$ cat src/rtl/pet_scan_doubler.sv
// pet_scan_doubler: ping-pong line buffer that replays each captured scanline twice at clk16 rate
module pet_scan_doubler #(
    parameter int BUF_DEPTH        = 512,
    parameter int LEN_W            = 11,
    parameter int DEFAULT_LINE_LEN = 1024,
    parameter int MIN_LINE_LEN     = 64,
    parameter int OUT_HSYNC_LEN    = 48
) (
    input  logic clk16_i,
    input  logic reset_n_i,
    input  logic pixel_en_i,
    input  logic h_sync_i,
    input  logic v_sync_i,
    input  logic video_i,
    output logic h_sync_o,
    output logic v_sync_o,
    output logic video_o,
    output logic line_valid_o
);
    localparam int AW = $clog2(BUF_DEPTH);
    localparam logic [LEN_W-1:0] DEPTH   = LEN_W'(BUF_DEPTH);
    localparam logic [LEN_W-1:0] MIN_LEN = LEN_W'(MIN_LINE_LEN);
    localparam logic [LEN_W-1:0] HS_LEN  = LEN_W'(OUT_HSYNC_LEN);
    localparam logic [LEN_W-1:0] DEF_LEN = LEN_W'(DEFAULT_LINE_LEN);

    logic mem [2][BUF_DEPTH];
    logic hs_q, wr_bank, seen_start, start, wb, we, rd;
    logic [LEN_W-1:0] wr_addr, out_x, line_len, cnt, half, wa;

    // a line start redirects this cycle's pixel to address 0 of the fresh bank
    assign start = h_sync_i & ~hs_q;
    assign wb    = start ? ~wr_bank : wr_bank;
    assign wa    = start ? '0 : wr_addr;
    assign we    = pixel_en_i & (wa < DEPTH);
    assign half  = line_len >> 1;
    assign rd    = (out_x < DEPTH) ? mem[~wr_bank][out_x[AW-1:0]] : 1'b0;

    always_ff @(posedge clk16_i)
        if (we) mem[wb][wa[AW-1:0]] <= video_i;

    always_ff @(posedge clk16_i or negedge reset_n_i) begin
        if (!reset_n_i) begin
            hs_q         <= 1'b0;
            wr_bank      <= 1'b0;
            wr_addr      <= '0;
            out_x        <= '0;
            line_len     <= DEF_LEN;
            cnt          <= '0;
            seen_start   <= 1'b0;
            line_valid_o <= 1'b0;
            video_o      <= 1'b0;
            h_sync_o     <= 1'b0;
            v_sync_o     <= 1'b0;
        end else begin
            hs_q         <= h_sync_i;
            wr_bank      <= wb;
            wr_addr      <= wa + LEN_W'(we);
            cnt          <= start ? LEN_W'(1) : cnt + LEN_W'(~&cnt);
            if (start && cnt >= MIN_LEN) line_len <= cnt;
            out_x        <= (start || out_x == half - 1'b1) ? '0 : out_x + 1'b1;
            seen_start   <= seen_start | start;
            line_valid_o <= line_valid_o | (start & seen_start);
            video_o      <= rd & line_valid_o;
            h_sync_o     <= out_x < HS_LEN;
            v_sync_o     <= (out_x == '0) ? v_sync_i : v_sync_o;
        end
    end
endmodule

$ cat config.mk
export PLATFORM = sky130hd
export DESIGN_NAME = pet_scan_doubler
export DESIGN_NICKNAME = d
export VERILOG_FILES = /design/src/rtl/pet_scan_doubler.sv
export SDC_FILE = /design/constraint.sdc
export NUM_CORES = 1
export LEC_CHECK = 0
export BUFFER_PORTS_ARGS = -buffer_cell sky130_fd_sc_hd__buf_2
export CAP_MARGIN = 20
export CORE_MARGIN = 3
export CORE_UTILIZATION = 29
export DETAILED_ROUTE_END_ITERATION = 7
export MAX_ROUTING_LAYER = met4
export SYNTH_ARGS = -nofsm -noshare
export SYNTH_HDL_FRONTEND = slang
export SYNTH_SLANG_ARGS = --single-unit
$ cat constraint.sdc
create_clock -name clk16_i -period 8.25 [get_ports clk16_i]
set_clock_uncertainty 0.15 [all_clocks]
set_input_delay 0.4125 -clock clk16_i [delete_from_list [all_inputs] [get_ports clk16_i]]
set_output_delay 0.4125 -clock clk16_i [all_outputs]
set_load 0.01 [all_outputs]
==> flow_metrics.tcl <==
set metrics [dict create \
    result_of_the_run "completed" \
    grt_util_all_layers 0.158 \
    fill_cells 15773 \
    startpoint_of_the_worst_register_to_register_path "out_x[1]" \
    layout-drive-gt1-share 0.147 \
    max_slew_violations 0 \
    via_count_of_the_first_global_routing_pass 27603 \
    dieHeight_um 409 \
    layout_min_cycle_time_ns 4.45 \
    final_design_area_no_fill_um2 53100 \
    maximum_level_of_the_cts_h_tree 3 \
    post_synthesis_cell_count 3342 \
    post_route_drc 0 \
    synth.top_cell.area_share 0.652 \
    vdd_ir_drop_max_uv 282 \
    finalWirelength_um 131000 \
    path_clk_slew_ns 0.06 \
    horizontal_extent_of_the_die_um 409 \
    rows 147 \
    drt_first_iter_violations 3938 \
    cts_root_buffer "sky130_fd_sc_hd__clkbuf_16" \
    gp_routability_congestion 0.822 \
    dpl.hpwl_um 68200 \
    cts_tree "built" \
    fin_setup_tns_ns 0 \
    hold-path-cell-count 1 \
    num_io_pins 10 \
    worstHoldEndpoint "mem[1][371]" \
    synth_edf_count 1024 \
    cts_buffers 111 \
    die_area_um2 167000 \
    synth_fp_nets 3355 \
    arrival_ns 4.89 \
    synthToLayoutAreaGrowth_pct 12.7 \
    crit_path_frequent_cell "sky130_fd_sc_hd__buf_4" \
    setup.worst_path.end_class "register" \
    ys_ff_latch 1074 \
    worstPathCellList "buf_4 > nand3b_1 > buf_4 > o22ai_1 > a211oi_1 > a22oi_1 > nand2_1 > a2111oi_4 > a221oi_2 > a311oi_1" \
    count_of_unique_library_cells_instantiated_by_yosys 79 \
    drt-wirelength-per-cell_um 23.9 \
    synth_sequential_area_ratio 0.679 \
    grt_start_max_net_pins 259 \
    cellPowerDensity_nw_per_um2 270 \
    timing.critical_path.from_type "register" \
    netlist_top_cells_count "1078 x sky130_fd_sc_hd__nor2_1, 1024 x sky130_fd_sc_hd__edfxtp_1, 212 x sky130_fd_sc_hd__clkbuf_1" \
    route.vias.total 28491 \
    worst_slew_margin_rel 0.277 \
    synth_top_cells_by_area "sky130_fd_sc_hd__edfxtp_1 65%, sky130_fd_sc_hd__mux4_2 8.6%, sky130_fd_sc_hd__nor2_1 8.6%" \
    hold_path.startpoint "video_i" \
    finalNetCount 3258 \
    timing.reg2reg.worst_path_depth 10 \
    port_buffers 9 \
    worstPathMaxFanout 41 \
    synth_top_flop_cell "sky130_fd_sc_hd__edfxtp_1" \
    number_of_antenna_violations_at_the_first_check_in_global_routing 5 \
    report.final.setup_viol 0 \
    final_min_period_over_clock_period 0.540 \
    static_leakage_uw 0.0160 \
    postPlaceCellArea_um2 49100 \
    timing.fmax_ghz 0.224 \
    post-synth-top-area-cell "sky130_fd_sc_hd__edfxtp_1" \
    drv.max_cap_violation_count 0 \
    cts.sinks 1074 \
    dr.pass1.iters 6 \
    netlist_area_um2 47200 \
    r2r_end "video_o" \
    floorplan.initialDensity 0.293 \
    post-synth-top-count-cell "sky130_fd_sc_hd__nor2_1" \
    detail-route-antenna-nets 0 \
    post_synth.cell_area_avg_um2 14.1 \
    critical-path-slowest-cell "sky130_fd_sc_hd__nand3b_1" \
    synth-async-reset-ratio 0.0466 \
    regToRegSetupSlack_ns 3.80 \
    cpPeakStageDelay_ns 0.77 \
    core_um2 161000 \
    crit_type "register to register" \
    grt_remaining_overflow 0 \
    setup_repair_after_global_routing_missed_its_margin "no" \
    insertion_delay_ns 0.72 \
    data_required_time_of_the_worst_path_ns 8.69 \
    clock_tree.buffer_depth 3 \
    worst_slew_pin_slew_ns 1.08 \
    finalHoldViolCount 0 \
    grt_pass1_wl_um 191000 \
    ys.warnings.count 0 \
    post_drt_via_cell_ratio 5.18 \
    worst_hold_path_class "primary input to register" \
]
[logic make-up (layout without fill, tap and decap cells)]
kind of cell	Yosys count	count (layout)	share of synthesized area
xor+xnor	35	35	0.00650
other cells	0	2	0
compound gates	226	226	0.0348
buf+inv	322	323	0.0371
fa+ha+maj	7	7	0.00186
simple gates	1350	1350	0.114
mux	328	328	0.127
flops	1074	1074	0.679
[registers in the layout (all words and copies together), names as in the netlist]
register and cells:
hs_q 1, video_o 1, out_x 11, v_sync_o 1
line_valid_o 1, seen_start 1, wr_bank 1, cnt 11
mem 1024, h_sync_o 1, line_len 10, wr_addr 11
[layout make-up]
class	instances	area, um^2	share of cell area
sequential	1074	32000	0.602
multi-input combinational	1946	13600	0.255
clock buffer	144	2950	0.0556
tap	2160	2700	0.0509
timing repair buffer	100	1350	0.0254
clock inverter	67	514	0.00968
inverter	12	45.0	0.000848
antenna	2	5.00	0.0000942
[metrics by stage]
stage | hold slack (ns) | power, uW | setup WS, ns | utilization | instances
after floorplan | -0.0331 | 8740 | 5.59 | - | 3342
after global placement | 0.303 | 9630 | 3.93 | 0.304 | 5259
after detailed placement | 0.308 | 9640 | 3.87 | 0.305 | 5267
after CTS | 0.135 | 14400 | 3.86 | 0.326 | 5481
after global routing | 0.213 | 14800 | 3.64 | 0.330 | 5505
final | 0.0946 | 14400 | 3.80 | 0.330 | 5505
[cell usage in the layout, fill, tap and decap left out, types with 7 or more instances in the layout]
| cell type | instances |
|---|---|
| sky130_fd_sc_hd__dfrtp_1 | 44 |
| sky130_fd_sc_hd__nand3_1 | 25 |
| sky130_fd_sc_hd__nand2b_1 | 7 |
| sky130_fd_sc_hd__nor3_1 | 18 |
| sky130_fd_sc_hd__a221oi_1 | 8 |
| sky130_fd_sc_hd__buf_12 | 7 |
| sky130_fd_sc_hd__edfxtp_1 | 1024 |
| sky130_fd_sc_hd__nor2_1 | 1077 |
| sky130_fd_sc_hd__nand4_1 | 13 |
| sky130_fd_sc_hd__a211oi_1 | 22 |
| sky130_fd_sc_hd__clkbuf_16 | 112 |
| sky130_fd_sc_hd__nand2_1 | 116 |
| sky130_fd_sc_hd__clkinv_2 | 15 |
| sky130_fd_sc_hd__buf_16 | 24 |
| sky130_fd_sc_hd__xor2_1 | 18 |
| sky130_fd_sc_hd__buf_4 | 51 |
| sky130_fd_sc_hd__o221ai_1 | 20 |
| sky130_fd_sc_hd__nand2_2 | 21 |
| sky130_fd_sc_hd__o211ai_1 | 7 |
| sky130_fd_sc_hd__inv_1 | 10 |
| sky130_fd_sc_hd__ha_1 | 7 |
| sky130_fd_sc_hd__a22o_1 | 9 |
| sky130_fd_sc_hd__mux2i_1 | 111 |
| sky130_fd_sc_hd__xnor2_1 | 17 |
| sky130_fd_sc_hd__a22oi_1 | 27 |
| sky130_fd_sc_hd__nor2b_1 | 9 |
| sky130_fd_sc_hd__o22ai_1 | 20 |
| sky130_fd_sc_hd__clkinv_1 | 36 |
| sky130_fd_sc_hd__a2111oi_0 | 10 |
| sky130_fd_sc_hd__buf_2 | 9 |
| sky130_fd_sc_hd__a21oi_1 | 38 |
| sky130_fd_sc_hd__mux4_1 | 28 |
| sky130_fd_sc_hd__mux4_2 | 180 |
| sky130_fd_sc_hd__o21ai_0 | 25 |
| sky130_fd_sc_hd__mux2_2 | 9 |
| sky130_fd_sc_hd__nand2_4 | 11 |
| sky130_fd_sc_hd__clkbuf_1 | 29 |
[how the worst max path moves through the flow]
stage                  endpoint  cells past startpoint     start  slack, ns
floorplan           mem[1][157]                     11   wr_bank       5.59
global placement        video_o                      9  out_x[1]       3.93
detailed placement      video_o                      9  out_x[1]       3.87
CTS                     video_o                      9  out_x[1]       3.86
global route            video_o                      9  out_x[1]       3.64
finish                  video_o                     10  out_x[1]       3.80
[where the power goes]
part | total [uW] | internal, uW | switching, uW
combinational | 3290 | 1350 | 1940
sequential | 6240 | 6020 | 220
clock | 4830 | 2710 | 2120
[worst max-delay path, delay by kind of cell (launching register included)]
family	cells	cell delay, ns
flops	1	0.65
buf+inv	2	1.22
compound gates	6	1.37
simple gates	2	0.91
[repair_timing]
item                                   4_1_cts  5_1_grt
endpoints found under the hold margin       51        0
hold buffers                                 3        0
buffers inserted                             0        0
gates resized for setup                      0        0
[layer usage]
layer / wire length (um) / vias to the layer above / global-route usage
met5: 0 / - / -
met4: 4070 / 0 / 0.0471
met3: 11300 / 246 / 0.0259
met2: 62700 / 1285 / 0.249
met1: 53300 / 14919 / 0.210
li1: - / 12041 / -
No activity file was read; power rests on OpenSTA's default activity.
